<file path="config.mk">
export PLATFORM = sky130hd
export DESIGN_NAME = stream_demux
export DESIGN_NICKNAME = d
export VERILOG_FILES = /design/src/rtl/stream_demux_pkg.sv /design/src/rtl/stream_demux_oreg.sv /design/src/rtl/stream_demux.sv
export SDC_FILE = /design/constraint.sdc
export NUM_CORES = 1
export LEC_CHECK = 0
export BUFFER_PORTS_ARGS = -buffer_cell sky130_fd_sc_hd__buf_2
export CAP_MARGIN = 0
export CORE_AREA = 2 2 45 47
export DETAILED_ROUTE_END_ITERATION = 16
export DIE_AREA = 0 0 47 49
export GPL_ROUTABILITY_DRIVEN = 0
export PLACE_DENSITY = 0.75
export SETUP_SLACK_MARGIN = 0.15
export SLEW_MARGIN = 20
export SYNTH_ARGS = -nofsm -noshare
export SYNTH_HDL_FRONTEND = slang
export SYNTH_SLANG_ARGS = --single-unit
</file>
<file path="constraint.sdc">
create_clock -name clk -period 2.63 [get_ports clk]
set_clock_uncertainty 0.2 [all_clocks]
set_input_delay 0.1315 -clock clk [delete_from_list [all_inputs] [get_ports clk]]
set_output_delay 0.1315 -clock clk [all_outputs]
set_load 0.1 [all_outputs]
</file>
<file path="src/rtl/stream_demux_pkg.sv">
// Shared definitions for the packet stream demultiplexer: steering modes and FSM encoding.
package stream_demux_pkg;

  localparam int unsigned MODE_SEL = 0;
  localparam int unsigned MODE_RR  = 1;

  typedef enum logic {
    StIdle = 1'b0,
    StPkt  = 1'b1
  } state_e;

endpackage

</file>
<file path="src/rtl/stream_demux_oreg.sv">
// Output holding register for the demux: one slot of {data, last, ch, valid} with
// simultaneous load/drain support.
module stream_demux_oreg #(
  parameter int unsigned DATA_W = 8,
  parameter int unsigned SEL_W  = 2
) (
  input  logic              clk,
  input  logic              rst_n,
  input  logic              load_i,
  input  logic [DATA_W-1:0] data_i,
  input  logic              last_i,
  input  logic [SEL_W-1:0]  ch_i,
  input  logic              drain_i,
  output logic              ready_o,
  output logic              valid_o,
  output logic [DATA_W-1:0] data_o,
  output logic              last_o,
  output logic [SEL_W-1:0]  ch_o
);

  logic              valid_q, valid_d;
  logic [DATA_W-1:0] data_q, data_d;
  logic              last_q, last_d;
  logic [SEL_W-1:0]  ch_q, ch_d;

  // Slot is free when empty or when its current beat leaves this cycle.
  assign ready_o = !valid_q || drain_i;

  always_comb begin
    valid_d = valid_q;
    data_d  = data_q;
    last_d  = last_q;
    ch_d    = ch_q;
    if (load_i) begin
      valid_d = 1'b1;
      data_d  = data_i;
      last_d  = last_i;
      ch_d    = ch_i;
    end else if (drain_i) begin
      valid_d = 1'b0;
    end
  end

  always_ff @(posedge clk or negedge rst_n) begin
    if (!rst_n) begin
      valid_q <= 1'b0;
      data_q  <= '0;
      last_q  <= 1'b0;
      ch_q    <= '0;
    end else begin
      valid_q <= valid_d;
      data_q  <= data_d;
      last_q  <= last_d;
      ch_q    <= ch_d;
    end
  end

  assign valid_o = valid_q;
  assign data_o  = data_q;
  assign last_o  = last_q;
  assign ch_o    = ch_q;

endmodule

</file>
<file path="src/rtl/stream_demux.sv">
// Registered 1-to-N_CH packet demultiplexer. The destination is locked on the first beat and
// held until the last beat; select-steered or round-robin, with out-of-range packets dropped.
module stream_demux
  import stream_demux_pkg::*;
#(
  parameter int unsigned DATA_W = 8,
  parameter int unsigned N_CH   = 4,
  parameter int unsigned MODE   = MODE_SEL,
  parameter int unsigned CNT_W  = 8,
  localparam int unsigned SEL_W = $clog2(N_CH)
) (
  input  logic              clk,
  input  logic              rst_n,
  input  logic              i_valid,
  output logic              i_ready,
  input  logic [DATA_W-1:0] i_data,
  input  logic              i_last,
  input  logic [SEL_W-1:0]  i_sel,
  output logic [N_CH-1:0]   op_valid,
  input  logic [N_CH-1:0]   op_ready,
  output logic [DATA_W-1:0] op_data,
  output logic              op_last,
  output logic [SEL_W-1:0]  op_ch,
  output logic              busy,
  output logic [CNT_W-1:0]  drop_cnt
);

  localparam logic [SEL_W:0]   NChExt = (SEL_W + 1)'(N_CH);
  localparam logic [SEL_W-1:0] LastCh = SEL_W'(N_CH - 1);

  state_e            state_q, state_d;
  logic [SEL_W-1:0]  lock_ch_q, lock_ch_d;
  logic              drop_q, drop_d;
  logic [SEL_W-1:0]  rr_ptr_q, rr_ptr_d;
  logic [CNT_W-1:0]  drop_cnt_q, drop_cnt_d;

  logic              out_valid;
  logic [SEL_W-1:0]  out_ch;
  logic              drain;
  logic              accept;
  logic              load;
  logic [SEL_W-1:0]  first_ch, cur_ch;
  logic              first_drop, cur_drop;

  always_comb begin
    op_valid = '0;
    for (int k = 0; k < N_CH; k++) begin
      op_valid[k] = out_valid && (out_ch == SEL_W'(k));
    end
  end

  // Equivalent to op_ready[out_ch] but never indexes past N_CH-1.
  assign drain  = |(op_valid & op_ready);
  assign accept = i_valid && i_ready;

  always_comb begin
    first_ch   = (MODE == MODE_RR) ? rr_ptr_q : i_sel;
    first_drop = (MODE == MODE_SEL) && ({1'b0, i_sel} >= NChExt);
    cur_ch     = (state_q == StPkt) ? lock_ch_q : first_ch;
    cur_drop   = (state_q == StPkt) ? drop_q : first_drop;
    load       = accept && !cur_drop;
  end

  always_comb begin
    state_d    = state_q;
    lock_ch_d  = lock_ch_q;
    drop_d     = drop_q;
    rr_ptr_d   = rr_ptr_q;
    drop_cnt_d = drop_cnt_q;

    unique case (state_q)
      StIdle: begin
        if (accept && !i_last) begin
          state_d   = StPkt;
          lock_ch_d = first_ch;
          drop_d    = first_drop;
        end
      end
      StPkt: begin
        if (accept && i_last) begin
          state_d = StIdle;
          drop_d  = 1'b0;
        end
      end
      default: state_d = StIdle;
    endcase

    if (accept && i_last) begin
      rr_ptr_d = (rr_ptr_q == LastCh) ? '0 : rr_ptr_q + SEL_W'(1);
    end

    if (accept && cur_drop && (drop_cnt_q != {CNT_W{1'b1}})) begin
      drop_cnt_d = drop_cnt_q + CNT_W'(1);
    end
  end

  always_ff @(posedge clk or negedge rst_n) begin
    if (!rst_n) begin
      state_q    <= StIdle;
      lock_ch_q  <= '0;
      drop_q     <= 1'b0;
      rr_ptr_q   <= '0;
      drop_cnt_q <= '0;
    end else begin
      state_q    <= state_d;
      lock_ch_q  <= lock_ch_d;
      drop_q     <= drop_d;
      rr_ptr_q   <= rr_ptr_d;
      drop_cnt_q <= drop_cnt_d;
    end
  end

  stream_demux_oreg #(
    .DATA_W (DATA_W),
    .SEL_W  (SEL_W)
  ) u_oreg (
    .clk     (clk),
    .rst_n   (rst_n),
    .load_i  (load),
    .data_i  (i_data),
    .last_i  (i_last),
    .ch_i    (cur_ch),
    .drain_i (drain),
    .ready_o (i_ready),
    .valid_o (out_valid),
    .data_o  (op_data),
    .last_o  (op_last),
    .ch_o    (out_ch)
  );

  assign op_ch    = out_ch;
  assign busy     = (state_q == StPkt);
  assign drop_cnt = drop_cnt_q;

endmodule

</file>
==> metrics, run 1 <==
minimum clock period=around 2.1 ns; CTS Hold Bufs=14; port buffer count=34; row count=16; worst-case reg-to-reg path depth=5; CTS tree=done; DIE AREA=0.00230 sq mm; kind of end point of the critical path=flop; core area=between 0.0015 and 0.002 sq mm; Final period util=0.801; vias in the first global route=~590; top cells by area, synth=dfrtp_1 (52%), mux2_2 (17%), buf_4 (8.4%); Mapped Cells=57; first drt pass iteration count=3; f_max=roughly 0.47 GHz; total number of vias=595; pre-CTS setup slack=between 0.7 and 0.8 ns; CTS Root Buffer Type=clkbuf_4; vias per inst=4.41; R2R Setup Slk=around 0.52 ns; setup bufs post-CTS=0; Final setup viols=0; clk_lat worst skew=approximately 0.28 ns; Starting Density=0.389; commonest non-fill, non-tap cells in the layout=buf_2 (34), dfrtp_1 (14), dlygate4sd3_1 (14), mux2_2 (11), conb_1 (8); layout cells sized above 1=0.537; commonest non-fill, non-tap cell in the layout=buf_2; initial antenna violation count=0; area delta synth->final=48.5%; Max-Cap Viols=0; top-area cell type share of the netlist area=0.524; cell taking the most area after synthesis=dfrtp_1; placed cell area=about 900 sq um; dpl hpwl=1080 microns; final hold violation count=0; boundary pin count=between 40 and 50; Num CTS Buffers=3; synthesized area=slightly above 700 sq um; syn avg cell area=~13 sq um; Die Y=a little under 50 microns; RSZ-0062 raised after global routing=false; Synth cell types=17; gr usage total=0.144; Slew Limit Fails=0; CP max FO=7; final WL=between 1000 and 1500 microns; Startpoint Class=flop; Starting DRT DRC Count=2; placed cell count=117; Antenna Nets Post-Route=0; Seq/Total Area, Yosys=0.524; min-delay worst type=primary input to asynchronous set/reset pin; Yosys reg bits=15; total negative setup slack=0 ns; FF-to-FF Start=u_oreg.ch_o[0]; Non-Filler Instances=between 100 and 150; GRT Residual Overflow=0; status=finished, final reports clean; DRC=0; global-route wire length before repair=around 2400 microns; Worst Path Required=about 2.6 ns; post-CTS sizing=0; WL/cell=11.1 microns; Die X-Extent=47 microns; # clock sinks=15; clock-pin transition on the worst setup and hold timing paths=about 0.090 ns; Setup WS post-layout=about 0.52 ns; Yosys warnings=0; final net count=between 100 and 150; largest net degree at the start of global routing=16; CTS max path bufs=2; ANT cells=0; Critical Path AT=approximately 2.1 ns; H-tree levels=1; WS Path Type=flop to flop; Finished Cell Area=around 0.0011 sq mm
## cell type report
class / count / area [sq um]
clock buffer: 3 / 22.5
clock inverter: 1 / 5.00
fill: 155 / 777
inverter: 1 / 3.75
multi-input combinational: 39 / 305
sequential: 15 / 377
tap: 27 / 33.8
timing repair buffer: 49 / 318
## through the flow
stage	utilization	hold WS, ns
global placement	0.487	-0.157
floorplan	-	-0.364
CTS	0.578	0.0735
detailed placement	0.487	-0.148
global route	0.578	0.113
finish	0.578	0.0946
## sequential cells by signal, summed over array words and instances (netlist names), named ones only
register and flops:
u_oreg.ch_o 2, u_oreg.data_o 8, u_oreg.valid_o 1, u_oreg.last_o 1
lock_ch_q 2
## layer usage
layer	share of wire	track usage	wire (microns)	vias to the layer above
li1	-	-	-	283
met1	0.39	0.163	591	280
met2	0.52	0.253	782	32
met3	0.083	0.0370	125	0
met4	0	0.0417	0	0
met5	0	0	0	-
## cells in the mapped netlist
| cell | number |
|---|---|
| buf_2 | 1 |
| or3_4 | 1 |
| nand2b_1 | 2 |
| a21oi_1 | 1 |
| o21ai_0 | 2 |
| nand2_1 | 3 |
| mux2_4 | 2 |
| mux2i_1 | 2 |
| a31oi_1 | 1 |
| inv_1 | 1 |
| conb_1 | 1 |
| nor2_1 | 4 |
| mux2_2 | 11 |
| o22a_1 | 1 |
| buf_4 | 8 |
| o221ai_2 | 1 |
| dfrtp_1 | 15 |
## worst max-delay path, cell delays in order (launching register included)
cell	delay, ns
dfrtp_2	0.43
mux2_2	0.37
o22a_2	0.25
a21oi_1	0.14
a31oi_1	0.05
dlygate4sd3_1	0.55
## how the worst max path moves through the flow
stage / startpoint / to / slack, ns / cells past startpoint
after floorplan: u_oreg.ch_o[1] / op_valid[2] / -0.19 / 2
after CTS: u_oreg.ch_o[0] / flop / 0.53 / 5
after global routing: u_oreg.ch_o[0] / flop / 0.43 / 5
after global placement: u_oreg.ch_o[0] / u_oreg.last_o / 0.80 / 4
final: u_oreg.ch_o[0] / flop / 0.52 / 5
after detailed placement: u_oreg.ch_o[0] / u_oreg.data_o[2] / 0.75 / 4
## kinds of logic after synthesis
family | Yosys count | synth area share
DFF | 15 | 0.524
other | 1 | 0.00523
muxes | 15 | 0.243
AOI/OAI and AO/OA | 6 | 0.0628
buffers and inverters | 10 | 0.0960
and+or+nand+nor | 10 | 0.0698
Power of run 1 is not shown: default switching activity piles up to over one toggle a cycle in this logic, so the estimate is an artifact.
==> inputs of run 2 (changes only) <==
--- a/config.mk
+++ b/config.mk
@@ -7,11 +7,11 @@
 export LEC_CHECK = 0
 export BUFFER_PORTS_ARGS = -buffer_cell sky130_fd_sc_hd__buf_2
 export CAP_MARGIN = 0
-export CORE_AREA = 2 2 45 47
+export CORE_AREA = 2 2 48 50
 export DETAILED_ROUTE_END_ITERATION = 16
-export DIE_AREA = 0 0 47 49
+export DIE_AREA = 0 0 50 52
 export GPL_ROUTABILITY_DRIVEN = 0
-export PLACE_DENSITY = 0.75
+export PLACE_DENSITY = 0.7
 export SETUP_SLACK_MARGIN = 0.15
 export SLEW_MARGIN = 20
 export SYNTH_ARGS = -nofsm -noshare
==> constraint.sdc (replaced) <==
create_clock -name clk -period 1.9 [get_ports clk]
set_clock_uncertainty 0.2 [all_clocks]
set_input_delay 0.095 -clock clk [delete_from_list [all_inputs] [get_ports clk]]
set_output_delay 0.095 -clock clk [all_outputs]
set_load 0.1 [all_outputs]
==> run 2 against run 1 <==
Against the previous run:
- register-to-register slack got worse by 0.48 ns
- first-iteration DRC count rose to 2.5 times the previous value
- setup slack got worse by 0.48 ns
- global-route usage fell by 1.2 points
- die area rose by 13%
- sequential share of layout area fell by 3.2 points
- flip-flop and latch count did not move
- routed wire length rose by 3.3%
- hold slack got worse by 0.044 ns
- cell count rose by 2.2%
- critical path depth fell by 1
- highest routed layer is now met4
==> metrics, run 2 (synthesis results as in run 1) <==
status=finished, final reports clean (unchanged); Slew Limit Fails=0 (unchanged); Worst path top cell family by delay=multiplexers (was buffers and inverters); Antenna Nets Post-Route=0 (unchanged); DIE AREA=0.00260 sq mm (was 0.00230 sq mm); final WL=1550 microns (was 1500 microns); max reg flops=8 (unchanged); vias per inst=4.36 (was 4.41); CP max FO=3 (was 7); commonest non-fill, non-tap cell in the layout=buf_2 (unchanged); Worst path slowest cell=dfrtp_4 (was dlygate4sd3_1); row count=17 (was 16); clock-pin transition on the worst setup and hold timing paths=0.09 ns (about the same); Final setup viols=0 (unchanged); WS Path Type=flop to flop (unchanged); f_max=0.539 GHz (was 0.475 GHz); placed cell count=120 (was 117); CP cell instances=mux2_4, o221ai_4, or3_4, mux2_4 (was mux2_2, o22a_2, a21oi_1, a31oi_1, dlygate4sd3_1); final net count=129 (was 127); WL/cell=11.2 microns (was 11.1 microns); global-route wire length before repair=2540 microns (was 2390 microns); area delta synth->final=66.1% (was 48.5%); Starting DRT DRC Count=5 (was 2); gr usage total=0.132 (was 0.144); total number of vias=601 (was 595); dpl hpwl=1140 microns (was 1080 microns); min-delay worst type=primary input to asynchronous set/reset pin (unchanged); Die X-Extent=50 microns (was 47 microns); final hold violation count=0 (unchanged); Startpoint Class=flop (unchanged); core area=0.00211 sq mm (was 0.00184 sq mm); critical path buffer and inverter count=0 (was 1); Num CTS Buffers=3 (unchanged); initial antenna violation count=0 (unchanged); DRC=0 (unchanged); ANT cells=0 (unchanged); Final period util=0.976 (was 0.801); Max-Cap Viols=0 (unchanged); layout cells sized above 1=0.600 (was 0.537); commonest non-fill, non-tap cells in the layout=buf_2 (29), dfrtp_1 (13), dlygate4sd3_1 (13), mux2_2 (9), conb_1 (8) (was buf_2 (34), dfrtp_1 (14), dlygate4sd3_1 (14), mux2_2 (11), conb_1 (8)); kind of end point of the critical path=flop (unchanged); GRT Residual Overflow=0 (unchanged); Starting Density=0.340 (was 0.389); Worst Path Required=1.87 ns (was 2.60 ns); first drt pass iteration count=4 (was 3); H-tree levels=1 (unchanged); vias in the first global route=618 (was 591); crit-path most repeated cell=mux2_4; CP max stage delay=0.50 ns (was 0.55 ns); Critical Path AT=1.82 ns (was 2.08 ns); clk_lat worst skew=0.28 ns (about the same); largest net degree at the start of global routing=16 (unchanged); # clock sinks=15 (unchanged); Non-Filler Instances=138 (was 135); boundary pin count=43 (unchanged); minimum clock period=1.85 ns (was 2.11 ns); CTS tree=done (unchanged); port buffer count=34 (unchanged); Die Y=52 microns (was 49 microns); RSZ-0062 raised after global routing=true (was false); CTS max path bufs=2 (unchanged); CTS Root Buffer Type=clkbuf_4 (unchanged)
run 2: changes by cell type in the layout (fill, tap and decap cells not counted), moves of 2 or more:
cell	delta
dfrtp_4	+2
nor2_1	-2
mux2_4	+2
buf_12	+4
mux2_2	-2
buf_4	+4
buf_2	-5
run 2: timing repair:
item / CTS / global route
setup endpoints to repair: 14 / 14
hold buffers: 13 / 0
buffers inserted: 1 / 0
hold endpoints to repair: 30 / 0
gates resized for setup: 4 / 3
run 2: layout make-up:
cell class	instances	area, sq um
Sequential cell	15	383
Tap cell	28	35.0
Multi-Input combinational cell	39	350
Clock buffer	4	26.3
Timing Repair Buffer	51	393
Inverter	1	3.75
Fill cell	172	915
run 2: metal layers:
layer | GRT usage | vias to the layer above | share of wire
met4 | 0.0556 | 0 | 0.0039
li1 | - | 285 | -
met3 | 0.0316 | 2 | 0.056
met5 | 0 | - | 0
met1 | 0.128 | 286 | 0.38
met2 | 0.263 | 28 | 0.56
run 2: path summary, 6_finish.rpt:
kind / from / to / slack, ns / cells past startpoint
max in group asynchronous: rst_n / u_oreg.ch_o[1] / 1.17 / 2
max reg2reg: u_oreg.ch_o[0] / lock_ch_q[1] / 0.05 / 4
max: u_oreg.ch_o[0] / lock_ch_q[1] / 0.05 / 4
min reg2reg: u_oreg.data_o[3] / u_oreg.data_o[3] / 0.30 / 1
min: rst_n / u_oreg.data_o[3] / 0.05 / 2
min in group clk: i_valid / u_oreg.ch_o[0] / 0.08 / 4
run 2: per-stage QoR:
stage	worst slack, ns	utilization	cell area, sq um	hold WS, ns	setup TNS (ns)
after CTS	0.0292	0.561	1180	0.0306	0
final	0.0463	0.566	1190	0.0505	0
after detailed placement	0.0519	0.478	1010	-0.186	0
after global placement	0.0789	0.478	1010	-0.193	0
after floorplan	-0.132	-	808	-0.401	-1.22
after global routing	-0.00767	0.566	1190	0.0729	-0.0241
Power of run 2 is left out for the same reason.
==> inputs of run 3 (changes only) <==
--- a/config.mk
+++ b/config.mk
@@ -5,13 +5,14 @@
 export SDC_FILE = /design/constraint.sdc
 export NUM_CORES = 1
 export LEC_CHECK = 0
+export ABC_AREA = 1
 export BUFFER_PORTS_ARGS = -buffer_cell sky130_fd_sc_hd__buf_2
 export CAP_MARGIN = 0
-export CORE_AREA = 2 2 48 50
+export CORE_AREA = 2 2 49 51
 export DETAILED_ROUTE_END_ITERATION = 16
-export DIE_AREA = 0 0 50 52
+export DIE_AREA = 0 0 51 53
 export GPL_ROUTABILITY_DRIVEN = 0
-export PLACE_DENSITY = 0.7
+export PLACE_DENSITY = 0.71
 export SETUP_SLACK_MARGIN = 0.15
 export SLEW_MARGIN = 20
 export SYNTH_ARGS = -nofsm -noshare
==> run 3 against run 2 <==
Against the previous run:
- setup slack better by 0.070 ns
- global-route usage up 1.4 points
- critical path depth is 1 lower
- non-clock buffer count increased by 1
- via count up 27%
- flip-flop and latch count unchanged
- synthesized area grew 8.9%
- die area rose by 4.0%
- critical path type is now flop to primary output
==> metrics, run 3 <==
WL/cell=10.9 microns (was 11.2 microns); critical path buffer and inverter count=2 (was 0); gr usage total=0.146 (was 0.132); # clock sinks=15 (unchanged); Max-Cap Viols=0 (unchanged); H-tree levels=1 (unchanged); Die Y=53 microns (was 52 microns); vias in the first global route=677 (was 618); area delta synth->final=62.0% (was 66.1%); synthesized area=781 sq um (was 717 sq um); ANT cells=0 (unchanged); top-area cell type share of the netlist area=0.481 (was 0.524); total negative setup slack=0 ns (unchanged); worst-case reg-to-reg path depth=9 (was 4); Synth cell types=18 (was 17); Mapped Cells=95 (was 57); port buffer count=34 (unchanged); clk_lat worst skew=0.27 ns (was 0.28 ns); global-route wire length before repair=2920 microns (was 2540 microns); Antenna Nets Post-Route=0 (unchanged); layout cells sized above 1=0.459 (was 0.600); Yosys reg bits=15 (unchanged); CTS max path bufs=2 (unchanged); CP max stage delay=0.53 ns (was 0.50 ns); final net count=165 (was 129); max reg flops=8 (unchanged); DRC=0 (unchanged); Final period util=0.939 (was 0.976); boundary pin count=43 (unchanged); minimum clock period=1.78 ns (was 1.85 ns); critical path depth in cells=3 (was 4); EDFF count, synth=0 (unchanged); Die X-Extent=51 microns (was 50 microns); CP max FO=8 (was 3); Worst path top cell family by delay=buffers and inverters (was multiplexers); WS Path Type=flop to primary output (was flop to flop); crit path to=op_valid[1] (was lock_ch_q[1]); kind of end point of the critical path=primary output (was flop); dpl hpwl=1180 microns (was 1140 microns); final WL=1910 microns (was 1550 microns); Slew Limit Fails=0 (unchanged); Final setup viols=0 (unchanged); largest net degree at the start of global routing=17 (was 16); Startpoint Class=flop (unchanged); core area=0.00215 sq mm (was 0.00211 sq mm); CTS tree=done (unchanged); Post-synth top flop=dfrtp_1 (unchanged); Worst Path Required=1.60 ns (was 1.87 ns); DIE AREA=0.00270 sq mm (was 0.00260 sq mm); Critical Path Source=u_oreg.ch_o[1] (was u_oreg.ch_o[0]); GRT Residual Overflow=0 (unchanged); Yosys warnings=0 (unchanged); commonest non-fill, non-tap cells in the layout=nand2_1 (30), buf_2 (30), dfrtp_1 (13), dlygate4sd3_1 (13), nand3_2 (9) (was buf_2 (29), dfrtp_1 (13), dlygate4sd3_1 (13), mux2_2 (9), conb_1 (8)); synth cell count leaders=nand2_1 (31), dfrtp_1 (15), buf_4 (9), nand3_1 (9), inv_1 (8) (was dfrtp_1 (15), mux2_2 (11), buf_4 (8)); pre-CTS setup slack=0.191 ns (was 0.0519 ns); CP cell instances=buf_4, nor2_4, buf_2 (was mux2_4, o221ai_4, or3_4, mux2_4); ys async rst share=1.00 (unchanged); R2R Setup Slk=0.25 ns (was 0.05 ns); initial antenna violation count=0 (unchanged); clock-pin transition on the worst setup and hold timing paths=0.09 ns (about the same); final hold violation count=0 (unchanged); total number of vias=764 (was 601); Worst path slowest cell=dfrtp_4 (unchanged); f_max=0.561 GHz (was 0.539 GHz); most common cell in the netlist=nand2_1 (was dfrtp_1); FF-to-FF Start=u_oreg.ch_o[0] (unchanged); top cells by area, synth=dfrtp_1 (48%), nand2_1 (15%), buf_4 (8.7%) (was dfrtp_1 (52%), mux2_2 (17%), buf_4 (8.4%)); r2r endpoint=lock_ch_q[0] (was lock_ch_q[1]); Starting DRT DRC Count=3 (was 5); row count=17 (unchanged); Num CTS Buffers=3 (unchanged); Starting Density=0.363 (was 0.340); status=finished, final reports clean (unchanged); Seq/Total Area, Yosys=0.481 (was 0.524); first drt pass iteration count=2 (was 4); cell taking the most area after synthesis=dfrtp_1 (unchanged); CTS Root Buffer Type=clkbuf_4 (unchanged); RSZ-0062 raised after global routing=true (unchanged); syn avg cell area=8.22 sq um (was 12.6 sq um); vias per inst=4.39 (was 4.36); min-delay worst type=primary input to asynchronous set/reset pin (unchanged); Critical Path AT=1.49 ns (was 1.82 ns); Setup WS post-layout=0.116 ns (was 0.0463 ns)
[run 3: cell count changes in the layout (fill, tap and decap cells not counted), moves of 2 or more]
cell / previous run / this run
buf_12: 4 / 1
buf_6: 0 / 2
inv_1: 1 / 5
inv_2: 0 / 2
mux2_2: 9 / 0
mux2_4: 4 / 0
nand2_1: 2 / 30
nand2_4: 0 / 2
nand3_2: 0 / 9
nand4_1: 0 / 2
nor3_4: 0 / 2
o21ai_0: 1 / 3
[run 3: timing repair]
action / in CTS / in global routing
buffers inserted: 2 / 3
hold endpoints to repair: 29 / 0
pin swaps: 1 / 2
setup endpoints to repair: 2 / 18
resized for setup: 2 / 9
cloned: 0 / 0
hold buffers: 13 / 0
[run 3: cell type report]
| cell class | instances | area [sq um] |
|---|---|---|
| clock buffers | 3 | 22.5 |
| inverters | 8 | 35.0 |
| flip-flops and latches | 15 | 383 |
| fillers | 202 | 883 |
| repair buffers | 52 | 368 |
| well taps | 28 | 35.0 |
| multi-input cells | 67 | 417 |
| clock inverters | 1 | 5.00 |
[run 3: cell families after synthesis]
family	synth area share
AO/OA/AOI/OAI	0.0288
buffers and inverters	0.152
flip-flops	0.481
multiplexers	0.0256
other	0.00480
AND/OR/NAND/NOR	0.308
[run 3: how the worst min path moves through the flow]
stage                                 end  start  cells after the start  slack, ns
2_1_floorplan  asynchronous set/reset pin  rst_n                      0      -0.40
3_3_place_gp             u_oreg.data_o[1]  rst_n                      1      -0.19
3_5_place_dp             u_oreg.data_o[4]  rst_n                      1      -0.18
4_1_cts                  u_oreg.data_o[4]  rst_n                      2       0.04
5_1_grt                  u_oreg.data_o[1]  rst_n                      2       0.05
6_report                 u_oreg.data_o[4]  rst_n                      2       0.04
[run 3: routing by layer]
metal | global-route usage | part of all wire
met5 | 0 | 0
met4 | 0.0541 | 0.0026
met3 | 0.0226 | 0.055
met2 | 0.266 | 0.51
met1 | 0.173 | 0.43
[run 3: stage by stage]
stage                     instances  hold WS [ns]  area [sq um]   util
after floorplan                 102        -0.401           927      -
after global placement          152        -0.187          1040  0.482
after detailed placement        152        -0.184          1040  0.482
after CTS                       171        0.0435          1220  0.566
after global routing            174        0.0484          1260  0.589
final                           174        0.0434          1260  0.589
Power of run 3 is left out for the same reason.
